**src/rtl/mem_bank_arbiter.sv**
```systemverilog
// Round-robin arbiter sharing one single-port memory bank among NUM_REQ requesters,
// with burst lock and per-requester routing of the 1-cycle read response.
module mem_bank_arbiter #(
   parameter int unsigned NUM_REQ = 4,
   parameter int unsigned ADDR_W  = 10,
   parameter int unsigned DATA_W  = 16
) (
   input  logic                      clk,
   input  logic                      rst,
   input  logic [NUM_REQ-1:0]        req_valid,
   input  logic [NUM_REQ-1:0]        req_write,
   input  logic [NUM_REQ-1:0]        req_lock,
   input  logic [NUM_REQ*ADDR_W-1:0] req_addr,
   input  logic [NUM_REQ*DATA_W-1:0] req_wdata,
   output logic [NUM_REQ-1:0]        grant,
   output logic [NUM_REQ-1:0]        rsp_valid,
   output logic [DATA_W-1:0]         rsp_rdata,
   output logic                      mem_wr_en,
   output logic                      mem_rd_en,
   output logic                      mem_chip_en,
   output logic [ADDR_W-1:0]         mem_wr_addr,
   output logic [ADDR_W-1:0]         mem_rd_addr,
   output logic [DATA_W-1:0]         mem_wdata,
   input  logic [DATA_W-1:0]         mem_rdata
);

   localparam int unsigned PTR_W = $clog2(NUM_REQ);

   typedef enum logic {StArb, StLocked} state_e;

   state_e             state_q;
   logic [PTR_W-1:0]   rr_ptr_q;
   logic [PTR_W-1:0]   owner_q;
   logic [NUM_REQ-1:0] rsp_valid_q;

   logic [PTR_W-1:0]   win_idx;
   logic [PTR_W-1:0]   win_next;
   logic [PTR_W-1:0]   cand;
   int unsigned        scan_idx;
   logic               found;
   logic [ADDR_W-1:0]  sel_addr;

   // Winner selection: owner only while locked, otherwise first requester from rr_ptr upwards.
   always_comb begin
      found    = 1'b0;
      win_idx  = '0;
      scan_idx = 0;
      cand     = '0;
      if (state_q == StLocked) begin
         win_idx = owner_q;
         found   = req_valid[owner_q];
      end else begin
         for (int unsigned k = 0; k < NUM_REQ; k++) begin
            scan_idx = (32'(rr_ptr_q) + k) % NUM_REQ;
            cand     = PTR_W'(scan_idx);
            if (!found && req_valid[cand]) begin
               found   = 1'b1;
               win_idx = cand;
            end
         end
      end
      if (rst) begin
         found = 1'b0;
      end
   end

   always_comb begin
      grant = '0;
      if (found) begin
         grant[win_idx] = 1'b1;
      end
   end

   assign win_next = (win_idx == PTR_W'(NUM_REQ - 1)) ? '0 : win_idx + PTR_W'(1);

   assign sel_addr    = found ? req_addr[int'(win_idx)*ADDR_W +: ADDR_W] : '0;
   assign mem_chip_en = found;
   assign mem_wr_en   = found & req_write[win_idx];
   assign mem_rd_en   = found & ~req_write[win_idx];
   assign mem_wr_addr = sel_addr;
   assign mem_rd_addr = sel_addr;
   assign mem_wdata   = found ? req_wdata[int'(win_idx)*DATA_W +: DATA_W] : '0;

   // Gating with rst drops an in-flight response in the same cycle reset is raised.
   assign rsp_valid = rsp_valid_q & {NUM_REQ{~rst}};
   assign rsp_rdata = mem_rdata;

   always_ff @(posedge clk) begin
      if (rst) begin
         state_q     <= StArb;
         rr_ptr_q    <= '0;
         owner_q     <= '0;
         rsp_valid_q <= '0;
      end else begin
         rsp_valid_q <= mem_rd_en ? grant : '0;
         unique case (state_q)
            StArb: begin
               if (found) begin
                  rr_ptr_q <= win_next;
                  if (req_lock[win_idx]) begin
                     state_q <= StLocked;
                     owner_q <= win_idx;
                  end
               end
            end
            StLocked: begin
               // Owner either accessed or idled this cycle; both release once lock drops.
               if (!req_lock[owner_q]) begin
                  state_q <= StArb;
               end
            end
            default: state_q <= StArb;
         endcase
      end
   end

`ifndef SYNTHESIS
   assert property (@(posedge clk) $onehot0(grant));
   assert property (@(posedge clk) (grant & ~req_valid) == '0);
   assert property (@(posedge clk) !(mem_wr_en && mem_rd_en));
   assert property (@(posedge clk) !((mem_wr_en || mem_rd_en) && !mem_chip_en));
   assert property (@(posedge clk) $onehot0(rsp_valid));
`endif

endmodule

```
**config.mk**
```make
export PLATFORM = sky130hd
export DESIGN_NAME = mem_bank_arbiter
export DESIGN_NICKNAME = d
export VERILOG_FILES = /design/src/rtl/mem_bank_arbiter.sv
export SDC_FILE = /design/constraint.sdc
export NUM_CORES = 1
export LEC_CHECK = 0
export ABC_CLOCK_PERIOD_IN_PS = 6300
export CORE_ASPECT_RATIO = 0.7
export CORE_MARGIN = 1.5
export CORE_UTILIZATION = 30
export CTS_CLUSTER_SIZE = 28
export DETAILED_ROUTE_END_ITERATION = 7
export PLACE_DENSITY = 0.95
export SLEW_MARGIN = 10
export SYNTH_ARGS = -nofsm -noshare
export SYNTH_HDL_FRONTEND = slang
export SYNTH_SLANG_ARGS = --single-unit
```
**constraint.sdc**
```tcl
create_clock -name clk -period 6.3 [get_ports clk]
set_input_delay 0.63 -clock clk [delete_from_list [all_inputs] [get_ports clk]]
set_output_delay 0.63 -clock clk [all_outputs]
set_load 0.1 [all_outputs]
```
# After elaboration in Yosys (flattened, before gate mapping)
# Index checks and enable logic that the tools add are counted.
dict set report totals {
  elab_cells 76
  out_inout_bits 63
  input_bits 134
  regBits 9
}
dict set report classes {
  muxes 40
  shifts 2
  n_mul 1
  bitwise_logic 7
  order_cmp 7
  n_addsub 4
  reduce_logical 10
  eq_ne 1
}
# cell count
set op_table {}
lappend op_table {{64-bit by 7-bit indexed part select with 16-bit output} 1}
lappend op_table {{40-bit by 7-bit indexed part select with 10-bit output} 1}
lappend op_table {{1-bit 2-to-1 mux} 21}
lappend op_table {{2-bit by 3-bit < comparator with 1-bit output (second input constant)} 6}
lappend op_table {{1-bit binary-select mux with 2-bit select} 8}
lappend op_table {{16-bit 2-to-1 mux} 1}
lappend op_table {{2-bit 2-to-1 mux} 6}
lappend op_table {{10-bit 2-to-1 mux} 1}
lappend op_table {{2-bit by 3-bit multiplier with 5-bit output (second input constant)} 1}
lappend op_table {{2-bit by 1-bit adder with 2-bit output (second input constant)} 2}
lappend op_table {{2-bit adder (second input constant)} 2}
lappend op_table {{4-bit bitwise AND} 1}
lappend op_table {{1-bit logical AND} 4}
lappend op_table {{4-bit 2-to-1 mux} 1}
lappend op_table {{1-bit NOT} 4}
lappend op_table {{1-bit logical NOT} 3}
lappend op_table {{3-bit AND reduction} 1}
lappend op_table {{1-bit bitwise AND} 2}
lappend op_table {{1-bit demux with 2-bit select} 1}
lappend op_table {{2-bit equality test (second input constant)} 1}
lappend op_table {{2-bit by 1-bit greater-or-equal comparator with 1-bit output (second input constant)} 1}
lappend op_table {{1-bit case mux with 2 select lines} 1}
lappend op_table {{2-bit AND reduction} 1}
lappend op_table {{2-bit OR reduction} 1}

# Depth between registers and ports, before layout
# Gate-level depths: netlist of the first run.
dict set report logic_depth {
  word_depth 22
  ltp_mapped 10
  ltp_nobuf 9
}

# Worst setup path before layout of the first run
# OpenSTA, ideal clock, no wires.
dict set report synth_path {
  path_type {input to output}
  startpoint {input port req_valid[0]}
  endpoint {output port mem_rd_en}
  t_arrival_ps 3999
  slack_ps 1671
  cell_stages 7
  t_required_ps 5670
  n_path_buf 1
  cell_sequence {mux2_4 -> a221oi_2 -> a32oi_4 -> buf_6 -> inv_1 -> nand3_1 -> a21boi_0}
}
dict set report synth_between {
  elab_chain_cells 20
  word_cells_on_any_way 34
  cone_classes {26 x mux; 2 x bitwise; 6 x reduce/logical}
}
# item line
set synth_lines {}
lappend synth_lines {{from (decl)} 10} ;# input logic [NUM_REQ-1:0] req_valid,
lappend synth_lines {{1-bit binary-select mux with 2-bit select} 56} ;# if (!found && req_valid[cand]) begin
lappend synth_lines {{1-bit 2-to-1 mux (implied by the code)} 56}
lappend synth_lines {{1-bit 2-to-1 mux} 56}
lappend synth_lines {{1-bit 2-to-1 mux} 49} ;# if (state_q == StLocked) begin
lappend synth_lines {{1-bit logical NOT} 56}
lappend synth_lines {{1-bit logical AND} 56}
lappend synth_lines {{1-bit 2-to-1 mux} 56}
lappend synth_lines {{1-bit 2-to-1 mux} 49}
lappend synth_lines {{[5 not listed]} --}
lappend synth_lines {{1-bit logical AND} 56}
lappend synth_lines {{2-bit 2-to-1 mux *} 56}
lappend synth_lines {{2-bit 2-to-1 mux *} 49}
lappend synth_lines {{named net win_idx[0]} 36} ;# logic [PTR_W-1:0] win_idx;
lappend synth_lines {{1-bit binary-select mux with 2-bit select *} 79} ;# assign mem_rd_en = found & ~req_write[win_idx];
lappend synth_lines {{1-bit 2-to-1 mux (implied by the code) *} 79}
lappend synth_lines {{1-bit NOT *} 79}
lappend synth_lines {{1-bit bitwise AND *} 79}
lappend synth_lines {{to (decl)} 19} ;# output logic mem_rd_en,
# Mark *: on every way through the listed nets, which the timed path passes. The rest lies on a longest branch. The select of a mux whose other input is x is not followed.

# Worst setup path in the final report of the first run
dict set report layout_path {
  startpoint {input port req_valid[0]}
  endpoint {output port mem_rd_addr[2]}
}
dict set report layout_between {
  elab_chain_cells 19
  word_cells_on_any_way 33
  cone_classes {1 x mul; 1 x shift; 25 x mux; 6 x reduce/logical}
}
# item line
set layout_lines {}
lappend layout_lines {{1-bit binary-select mux with 2-bit select} 56}
lappend layout_lines {{1-bit 2-to-1 mux (implied by the code)} 56}
lappend layout_lines {{1-bit 2-to-1 mux} 56}
lappend layout_lines {{1-bit 2-to-1 mux} 49}
lappend layout_lines {{1-bit logical NOT} 56}
lappend layout_lines {{1-bit logical AND} 56}
lappend layout_lines {{1-bit 2-to-1 mux} 56}
lappend layout_lines {{1-bit 2-to-1 mux} 49}
lappend layout_lines {{[3 not listed]} --}
lappend layout_lines {{1-bit 2-to-1 mux} 49}
lappend layout_lines {{1-bit logical NOT} 56}
lappend layout_lines {{1-bit logical AND} 56}
lappend layout_lines {{2-bit 2-to-1 mux} 56}
lappend layout_lines {{2-bit 2-to-1 mux} 49}
lappend layout_lines {{2-bit by 3-bit multiplier with 5-bit output} 76} ;# assign sel_addr = found ? req_addr[int'(win_idx)*ADDR_W +: ADDR_W] : '0;
lappend layout_lines {{40-bit by 7-bit indexed part select with 10-bit output} 76}
lappend layout_lines {{10-bit 2-to-1 mux *} 76}
lappend layout_lines {{to (decl)} 22} ;# output logic [ADDR_W-1:0] mem_rd_addr,
# Mark *: on every way between the ends. The rest lies on a longest branch, timed or not. The select of a mux whose other input is x is not followed.

==> summary.txt, run 1 <==
H-tree lvl count = 1
Largest net degree at the start of global routing = 32
Diodes inserted = 0
Vias = 1,999
I/O Buffers = 164
Post-CTS Setup Bufs = 0
Total negative slack = 0 ns
IR drop worst, VDD = 0.239 mV
# IOs = 197
GRT Resource Usage Total = 21.0%
Leak = 1.19 nW
Switching Fraction = 63.3%
Final number of setup-violating endpoints = 0
P_sw = 0.00103 W
Routing usage on met1 = 26.0%
Die Wd = 94.7 um
Clock latency on the worst-skew pair = 0.24 ns
Status = complete, no violations
Peak fanout along the critical path = 31
Placer congestion estimate = 0.842
Vias in the first global route = 1,955
Syn Inst Count = 176
Post-route minimum period = 5.16 ns
Vias per cell = 5.21
Nets = 448
Hpwl dp = 5860 um
Pwr per Cell Area = 495 nW/um^2
Worst-path clk slew = 0.05 ns
Layout cells sized above 1 = 13.3%
Grt ovf = 0
DRT antenna net count = 0
DRT Pass-1 Iters = 5
Power Internal = 0.000600 W
Area growth, synth to finish = 87.1%
Final Max Tran Viols = 0
Hold-fix buffers, CTS = 0
CTS tree = built
Total clock sinks = 9
Setup CP Type = input pin to output port
Cells after DPL = 380
Endpoint class of the critical path = output port
Detailed Route Iter0 Violations = 95
Fin cells = 384
Period utilisation layout = 82.0%
Root Buffer = clkbuf_8
Max_slew headroom = 20.4%
Met2 Use GR = 37.2%
Final hold vios = 0
Worst-margin pin slew = 1.19 ns
Share of power burned in registers = 6.0%
Max-cap check violation count = 0
FMAX = 0.194 GHz
Worst hold path type = register to register
Critical path data arrival time = 4.53 ns
GR Util met3 = 6.31%
Core Box Area = 5700 um^2
Post-CTS Resized = 0
Worst clock skew = 0.00461 ns
Syn_nets = 314
Final wirelength = 7040 um
Distinct cells, synth = 36
Clock Power Share = 4.2%
Post-synthesis register bit count = 9
CTS max path bufs = 2
Synth Warn # = 0
WL per Instance = 18.3 um
Sequential Area = 180 um^2
Post-Syn Area = 1760 um^2
RSZ-0062 raised after global routing = no
Critical path launch point type = input pin
Gr busiest metal = met2
DRC = 0
Core Rows = 23
Starting density of the core = 31.0%
Die ar. = 6360 um^2
Critical Path RT = 5.67 ns
Syn Area/Cell = 10.0 um^2
Layout fillers = 476
CTS Buf Count = 3
Initial antenna violation count = 0
Logic pwr share = 89.8%
First-pass GRT wire length = 10,000 um
Vert. Die Dim = 67.2 um
Multi-input logic area = 1300 um^2
Post-synthesis sequential area ratio = 10.2%
[cell usage after synthesis]
cell,number,share of area (%)
and3_1,2,0.71
a32oi_1,1,0.50
nor2b_1,7,2.5
inv_1,4,0.85
a2111oi_0,1,0.50
clkbuf_1,5,1.1
ha_1,4,2.8
nor3_1,2,0.57
nand2b_1,1,0.35
mux4_1,1,1.5
o21ai_0,5,1.4
dfxtp_1,9,10
a21oi_1,3,0.85
nand3_1,7,2.0
a22oi_1,2,0.85
nand2_1,3,0.64
nor2_1,10,2.1
mux2_4,1,0.85
or2_2,1,0.35
a21o_1,1,0.43
o31a_1,1,0.50
buf_4,27,11
a32oi_4,1,1.6
mux2_2,1,0.64
a31oi_1,1,0.35
a221oi_2,1,0.85
or4_4,1,0.64
buf_2,3,0.85
mux4_2,27,34
a311oi_2,1,0.85
buf_6,3,1.9
o31ai_1,1,0.43
mux2i_1,2,1.1
and2_1,30,11
o221ai_1,1,0.50
a21boi_0,5,2.1
[cell families after synthesis]
| logic type | share of synthesized area, % |
|---|---|
| adder cells (fa/ha/maj) | 2.84 |
| AND/OR/NAND/NOR | 20.5 |
| buffers and inverters | 16.2 |
| flip-flops | 10.2 |
| AO/OA/AOI/OAI | 11.7 |
| multiplexers | 38.6 |
[final timing paths]
kind | cells after the start | from | slack [ns] | endpoint
max | 9 | req_valid[0] | 1.14 | mem_rd_addr[2]
min | 2 | owner_q[1]$_SDFFE_PP0P_ | 0.58 | owner_q[1]$_SDFFE_PP0P_
min reg2reg | 2 | owner_q[1]$_SDFFE_PP0P_ | 0.58 | owner_q[1]$_SDFFE_PP0P_
max reg2reg | 7 | rr_ptr_q[1]$_SDFFE_PP0P_ | 3.48 | owner_q[0]$_SDFFE_PP0P_
[flip-flops by register name, indices dropped and copies added, names as in the netlist]
name,count
owner_q,2
rr_ptr_q,2
rsp_valid_q,4
state_q,1
[stage by stage]
step / utilization [%] / area, um^2 / total power (W) / hold slack, ns / setup WS, ns
after floorplan: - / 1760 / 0.00132 / 0.497 / 1.67
after global placement: 57.1 / 3260 / 0.00154 / 0.536 / 1.34
after detailed placement: 57.1 / 3260 / 0.00157 / 0.574 / 1.16
after CTS: 57.9 / 3300 / 0.00164 / 0.580 / 1.13
after global routing: 57.9 / 3300 / 0.00171 / 0.600 / 0.881
final: 57.9 / 3300 / 0.00163 / 0.576 / 1.14
[area by class of cell]
| cell class | instances | area share, % |
|---|---|---|
| clock buffer | 4 | 1.36 |
| inverter | 4 | 0.455 |
| multi-input combinational | 125 | 39.5 |
| sequential | 9 | 5.46 |
| tap | 75 | 2.84 |
| timing repair buffer | 167 | 50.4 |
[power groups by stage]
| stage | registers, W | clock network, W | logic, W |
|---|---|---|---|
| floorplan | 0.0000876 | 0 | 0.00123 |
| global placement | 0.0000963 | 0 | 0.00145 |
| detailed placement | 0.0000980 | 0 | 0.00147 |
| CTS | 0.0000970 | 0.0000691 | 0.00147 |
| global route | 0.000101 | 0.0000723 | 0.00153 |
| finish | 0.0000982 | 0.0000687 | 0.00147 |
[cells in the final DEF (no fill, tap or decap), types with 2 or more instances in the layout]
cell and instances:
and3_1 2, inv_1 4, nor2_1 10, clkdlybuf4s50_1 164
a21boi_0 5, nor2b_1 7, a22oi_1 2, buf_4 3
o21ai_0 5, nand2_1 3, dfxtp_1 9, clkbuf_8 3
mux2i_1 2, a21oi_1 2, nor3_1 2, ha_1 4
mux4_2 27, nand3_1 7, and2_1 30
[layer usage]
| metal | up-vias | wire [um] |
|---|---|---|
| met5 | - | 0 |
| met4 | 0 | 36 |
| met3 | 8 | 614 |
| met2 | 111 | 3640 |
| met1 | 976 | 2750 |
| li1 | 904 | - |
[critical path: stages]
cell and delay (ns):
clkdlybuf4s50_1 0.64, nor2b_1 0.12, a32oi_1 0.22, o31a_1 0.19
nand2_1 0.13, inv_1 0.88, mux4_2 0.39, and2_1 0.16
clkdlybuf4s50_1 1.15
No activity file was read; power rests on OpenSTA's default activity.
==> run 2, diff against run 1 <==
ABC_CLOCK_PERIOD_IN_PS = 5000   (was 6300)
CORE_UTILIZATION = 28   (was 30)
PLACE_DENSITY = 0.9   (was 0.95)
clock period = 5 ns   (was 6.3 ns; I/O delays follow)
==> run 2 against run 1 <==
Effect of this change: core utilization fell by 3.7 points; sequential cell count did not move; die area increased by 6.9%; global-route usage shrank 1.8 points; clock power increased by 20%; final area fell by 3.1%.
==> summary.txt, run 2 (synthesis results as in run 1) <==
Status = complete, no violations
Final Core Density = 54.2% (-3.7 points)
DRT Pass-1 Iters = 4 (-1)
Hold-fix buffers, CTS = 0 (unchanged)
Post-CTS Setup Bufs = 0 (unchanged)
Nets = 447 (-0.22%)
Peak fanout along the critical path = 31 (unchanged)
Final wirelength = 6550 um (-6.9%)
Core Rows = 23 (unchanged)
Critical path launch point type = input pin
Detailed Route Iter0 Violations = 70 (-26%)
DRT antenna net count = 0 (unchanged)
Diodes inserted = 0 (unchanged)
R2r startpoint = rr_ptr_q[1]$_SDFFE_PP0P_
Worst clock skew = 0.00269 ns (-0.00193 ns)
Vias in the first global route = 2,085 (+6.6%)
Leak = 1.25 nW (+5.4%)
Power Internal = 0.000723 W (+21%)
Clock latency on the worst-skew pair = 0.23 ns (about the same)
Number of flip-flops in the largest register = 4 (unchanged)
Vert. Die Dim = 69.4 um (+3.4%)
Starting density of the core = 29.9% (-1.1 points)
Sink of the worst hold path = owner_q[1]$_SDFFE_PP0P_
Hpwl dp = 5610 um (-4.2%)
Max-cap check violation count = 0 (unchanged)
Endpoint class of the critical path = output port
Grt ovf = 0 (unchanged)
Worst hold path type = register to register
Area growth, synth to finish = 81.3%
# IOs = 197 (unchanged)
Initial antenna violation count = 0 (unchanged)
Hold path start = owner_q[1]$_SDFFE_PP0P_
WL per Instance = 17.1 um (-6.7%)
Vias per cell = 5.08 (-2.4%)
First-pass GRT wire length = 10,400 um (+3.6%)
Critical Path RT = 4.50 ns (-1.17 ns)
Logic pwr share = 89.8% (about the same)
Most common cell after layout, fill and taps aside = clkdlybuf4s50_1
Largest Register = rsp_valid_q
CTS Buf Count = 3 (unchanged)
Core Box Area = 5900 um^2 (+3.5%)
Root Buffer = clkbuf_8
WHS Path Cells = 2 (unchanged)
R2r setup slk = 1.65 ns (-1.83 ns)
Pwr per Cell Area = 630 nW/um^2 (+27%)
Critical path data arrival time = 3.85 ns (-0.68 ns)
CTS tree = built
Post-CTS Resized = 0 (unchanged)
Period utilisation layout = 86.9%
Post-route minimum period = 4.35 ns
GRT Resource Usage Total = 19.2% (-1.8 points)
Clock Power Share = 4.1% (about the same)
IR drop worst, VDD = 0.236 mV (-1.1%)
Die ar. = 6790 um^2 (+6.9%)
DRC = 0 (unchanged)
Most frequent cells in the layout = 121 x clkdlybuf4s50_1, 44 x buf_4, 30 x and2_1
Largest net degree at the start of global routing = 32 (unchanged)
Total negative slack = 0 ns (unchanged)
Layout cells sized above 1 = 26.9% (+14 points)
Die Wd = 97.9 um (+3.4%)
Worst R2R End = owner_q[0]$_SDFFE_PP0P_
Worst-path clk slew = 0.04 ns (about the same)
Switching Fraction = 64.1% (+0.80 points)
I/O Buffers = 164 (unchanged)
Placer congestion estimate = 0.950 (+13%)
Top Registers = rsp_valid_q x4, owner_q x2, rr_ptr_q x2
Total clock sinks = 9 (unchanged)
Setup CP Type = input pin to output port
Max_slew headroom = 24.4% (+4.1 points)
H-tree lvl count = 1 (unchanged)
Worst-margin pin slew = 1.13 ns (-0.0667 ns)
Final Max Tran Viols = 0 (unchanged)
FMAX = 0.230 GHz
Vias = 1,945 (-2.7%)
RSZ-0062 raised after global routing = no
CTS max path bufs = 2 (unchanged)
Reg2reg path depth = 7 (unchanged)
Share of power burned in registers = 6.1% (about the same)
Final number of setup-violating endpoints = 0 (unchanged)
Final hold vios = 0 (unchanged)
P_sw = 0.00129 W (+25%)
## run 2: cell count changes in the layout (fill, tap and decap cells not counted)
| cell | previous run | this run |
|---|---|---|
| clkinv_1 | 0 | 1 |
| inv_1 | 4 | 3 |
| clkdlybuf4s50_1 | 164 | 121 |
| buf_12 | 0 | 1 |
| buf_4 | 3 | 44 |
## run 2: routing by layer
metal / routed length, um / GRT usage, % / up-vias
li1: - / - / 902
met1: 2550 / 21.8 / 927
met2: 3360 / 34.7 / 112
met3: 602 / 6.85 / 4
met4: 35 / 3.81 / 0
met5: 0 / 0 / -
## run 2: worst max-delay path, stage by stage
cell and delay (ns):
clkdlybuf4s50_1 0.50, or2_2 0.37, a21oi_1 0.21, nand3_1 0.15, nand2_1 0.17, clkinv_1 0.89, mux4_2 0.59, and2_1 0.20
buf_4 0.24
## run 2: power groups by stage
stage / Clock, W / Sequential [W] / Combinational (W)
after floorplan: 0 / 0.000110 / 0.00155
after global placement: 0 / 0.000122 / 0.00180
after detailed placement: 0 / 0.000124 / 0.00181
after CTS: 0.0000849 / 0.000123 / 0.00182
after global routing: 0.0000912 / 0.000127 / 0.00189
final: 0.0000827 / 0.000123 / 0.00181
## run 2: metrics by stage
stage	setup WS, ns	hold WS [ns]	power (W)	area [um^2]	std cells
4_1_cts	0.908	0.579	0.00202	3200	383
5_1_grt	0.400	0.595	0.00211	3200	383
2_1_floorplan	0.631	0.497	0.00166	1760	176
3_5_place_dp	0.917	0.572	0.00193	3150	379
3_3_place_gp	1.05	0.529	0.00192	3150	379
6_report	0.653	0.582	0.00201	3200	383
## run 2: how the worst max path moves through the flow
| stage | end | slack [ns] | startpoint | cells past startpoint |
|---|---|---|---|---|
| 3_5_place_dp | mem_rd_addr[5] | 0.92 | req_valid[0] | 9 |
| 5_1_grt | grant[3] | 0.40 | req_valid[3] | 9 |
| 4_1_cts | mem_rd_addr[5] | 0.91 | req_valid[0] | 9 |
| 2_1_floorplan | mem_rd_en | 0.63 | req_valid[0] | 7 |
| 3_3_place_gp | mem_rd_addr[5] | 1.05 | req_valid[1] | 9 |
| 6_report | mem_wr_addr[7] | 0.65 | req_valid[3] | 9 |
## run 2: final cells by class
type	count	area, um^2
well taps	75	93.8
flip-flops and latches	9	180
clock buffers	4	45.0
inverters	4	15.0
fillers	504	2700
repair buffers	166	1560
multi-input cells	125	1300
==> run 3, diff against run 2 <==
--- a/constraint.sdc
+++ b/constraint.sdc
@@ -3,2 +3,2 @@
 set_output_delay 0.5 -clock clk [all_outputs]
-set_load 0.1 [all_outputs]
+set_load 0.02 [all_outputs]
==> run 3 against run 2 <==
Effect of this change: critical path depth fell by 1; total power is 35% lower; critical path type unchanged; non-clock buffer count rose by 2; worst setup slack improved by 0.36 ns; core utilization is 1.9 points higher; combinational power fell by 39%; critical endpoint is now mem_wdata[0]; hold slack worse by 0.038 ns; global-route usage is 0.62 points higher.
==> summary.txt, run 3 (synthesis results as in run 1) <==
Dpl cell area = 3260 um^2 (+3.5%)
Final number of setup-violating endpoints = 0 (unchanged)
Root Buffer = clkbuf_8
Critical path data arrival time = 3.49 ns (-0.36 ns)
Final Max Tran Viols = 0 (unchanged)
Total clock sinks = 9 (unchanged)
Final Core Density = 56.1% (+1.9 points)
Worst-path clk slew = 0.04 ns (about the same)
Layout cells sized above 1 = 13.5% (-13 points)
Number of flip-flops in the largest register = 4 (unchanged)
Grt ovf = 0 (unchanged)
Die Wd = 97.9 um (unchanged)
Nets = 449 (+0.45%)
Final Cell Area = 3310 um^2 (+3.4%)
Worst clock skew = 0.00233 ns (-0.000360 ns)
First-pass GRT wire length = 10,800 um (+3.3%)
Area growth, synth to finish = 87.5%
Vias = 1,974 (+1.5%)
CTS Buf Count = 3 (unchanged)
FMAX = 0.251 GHz (+9.0%)
H-tree lvl count = 1 (unchanged)
DRT antenna net count = 0 (unchanged)
DRT Pass-1 Iters = 4 (unchanged)
I/O Buffers = 164 (unchanged)
DRT met1 WL = 2600 um (+1.9%)
Endpoint class of the critical path = output port
Largest Register = rsp_valid_q
Top Registers = rsp_valid_q x4, owner_q x2, rr_ptr_q x2
Most common cell after layout, fill and taps aside = clkdlybuf4s50_1
Placer congestion estimate = 0.868 (-8.6%)
Core Rows = 23 (unchanged)
Critical Path RT = 4.50 ns (about the same)
Detailed Route Iter0 Violations = 140 (+100%)
Die ar. = 6790 um^2 (unchanged)
Worst-margin pin slew = 0.583 ns (-0.543 ns)
GRT Resource Usage Total = 19.8% (+0.62 points)
Met3 WL = 565 um (-6.1%)
CTS tree = built
Worst hold path type = register to register
Leak = 1.19 nW (-4.7%)
Clock latency on the worst-skew pair = 0.23 ns (about the same)
Vias per cell = 5.13 (+0.96%)
Post-route minimum period = 3.99 ns (-0.357 ns)
Peak fanout along the critical path = 12 (-61%)
Setup CP Type = input pin to output port
DR WL met2 = 3440 um (+2.4%)
Total negative slack = 0 ns (unchanged)
Hpwl dp = 5650 um (+0.70%)
DRC = 0 (unchanged)
Hold-fix buffers, CTS = 0 (unchanged)
Final wirelength = 6670 um (+1.7%)
Final hold vios = 0 (unchanged)
Max_slew headroom = 60.1% (+36 points)
Initial antenna violation count = 0 (unchanged)
Core Box Area = 5900 um^2 (unchanged)
WL per Instance = 17.3 um (+1.2%)
Diodes inserted = 0 (unchanged)
Pwr per Cell Area = 399 nW/um^2 (-37%)
Vias in the first global route = 2,140 (+2.6%)
Uppermost layer routed = met4
Largest net degree at the start of global routing = 32 (unchanged)
CTS max path bufs = 2 (unchanged)
Vert. Die Dim = 69.4 um (unchanged)
IR drop worst, VDD = 0.183 mV (-23%)
Starting density of the core = 29.9% (unchanged)
Max-cap check violation count = 0 (unchanged)
Post-CTS Resized = 0 (unchanged)
Layout fillers = 528 (+4.8%)
Post-CTS Setup Bufs = 0 (unchanged)
Period utilisation layout = 79.8% (-7.1 points)
Critical path launch point type = input pin
# IOs = 197 (unchanged)
Most frequent cells in the layout = 164 x clkdlybuf4s50_1, 30 x and2_1, 27 x mux4_2
Status = complete, no violations
RSZ-0062 raised after global routing = no
==> run 3: cell count changes in the layout (fill, tap and decap cells not counted), sizes merged <==
cell and change:
clkdlybuf4s50 +43, inv +1, buf -41, clkinv -1
==> run 3: critical path: stages <==
cell and delay (ns):
clkdlybuf4s50_1 0.60, mux2_4 0.20, a221oi_2 0.07, a32oi_4 0.47, buf_4 0.34, mux4_2 0.58
and2_1 0.18, clkdlybuf4s50_1 0.54
==> run 3: layer usage <==
layer	vias up	GRT usage, %
met4	0	3.65
met3	6	6.35
li1	901	-
met1	947	22.9
met2	120	36.0
met5	-	0
==> run 3: layout make-up <==
class,count,area (um^2),share of cell area [%]
clock buffers,4,45.0,1.36
inverters,4,15.0,0.454
multi-input cells,125,1300,39.4
flip-flops and latches,9,180,5.45
well taps,75,93.8,2.84
repair buffers,168,1670,50.5
==> run 3: report_power, final <==
group	internal [W]	switching [W]
combinational	0.000609	0.000506
sequential	0.0000935	0.0000280
clock	0.0000554	0.0000272
total	0.000757	0.000561
==> run 3: through the flow <==
stage / power (W) / cells / setup WS (ns) / hold WS [ns]
after floorplan: 0.000891 / 176 / 2.17 / 0.497
after global placement: 0.00122 / 381 / 1.08 / 0.527
after detailed placement: 0.00124 / 381 / 0.990 / 0.542
after CTS: 0.00133 / 385 / 0.997 / 0.549
after global routing: 0.00141 / 385 / 0.857 / 0.590
final: 0.00132 / 385 / 1.01 / 0.544
==> run 3: final timing paths <==
kind                             from                 endpoint  slack (ns)  cells past startpoint
max                      req_valid[0]             mem_wdata[0]        1.01                      8
min           owner_q[1]$_SDFFE_PP0P_  owner_q[1]$_SDFFE_PP0P_        0.54                      2
max reg2reg  rr_ptr_q[1]$_SDFFE_PP0P_  owner_q[0]$_SDFFE_PP0P_        2.32                      7
min reg2reg   owner_q[1]$_SDFFE_PP0P_  owner_q[1]$_SDFFE_PP0P_        0.54                      2
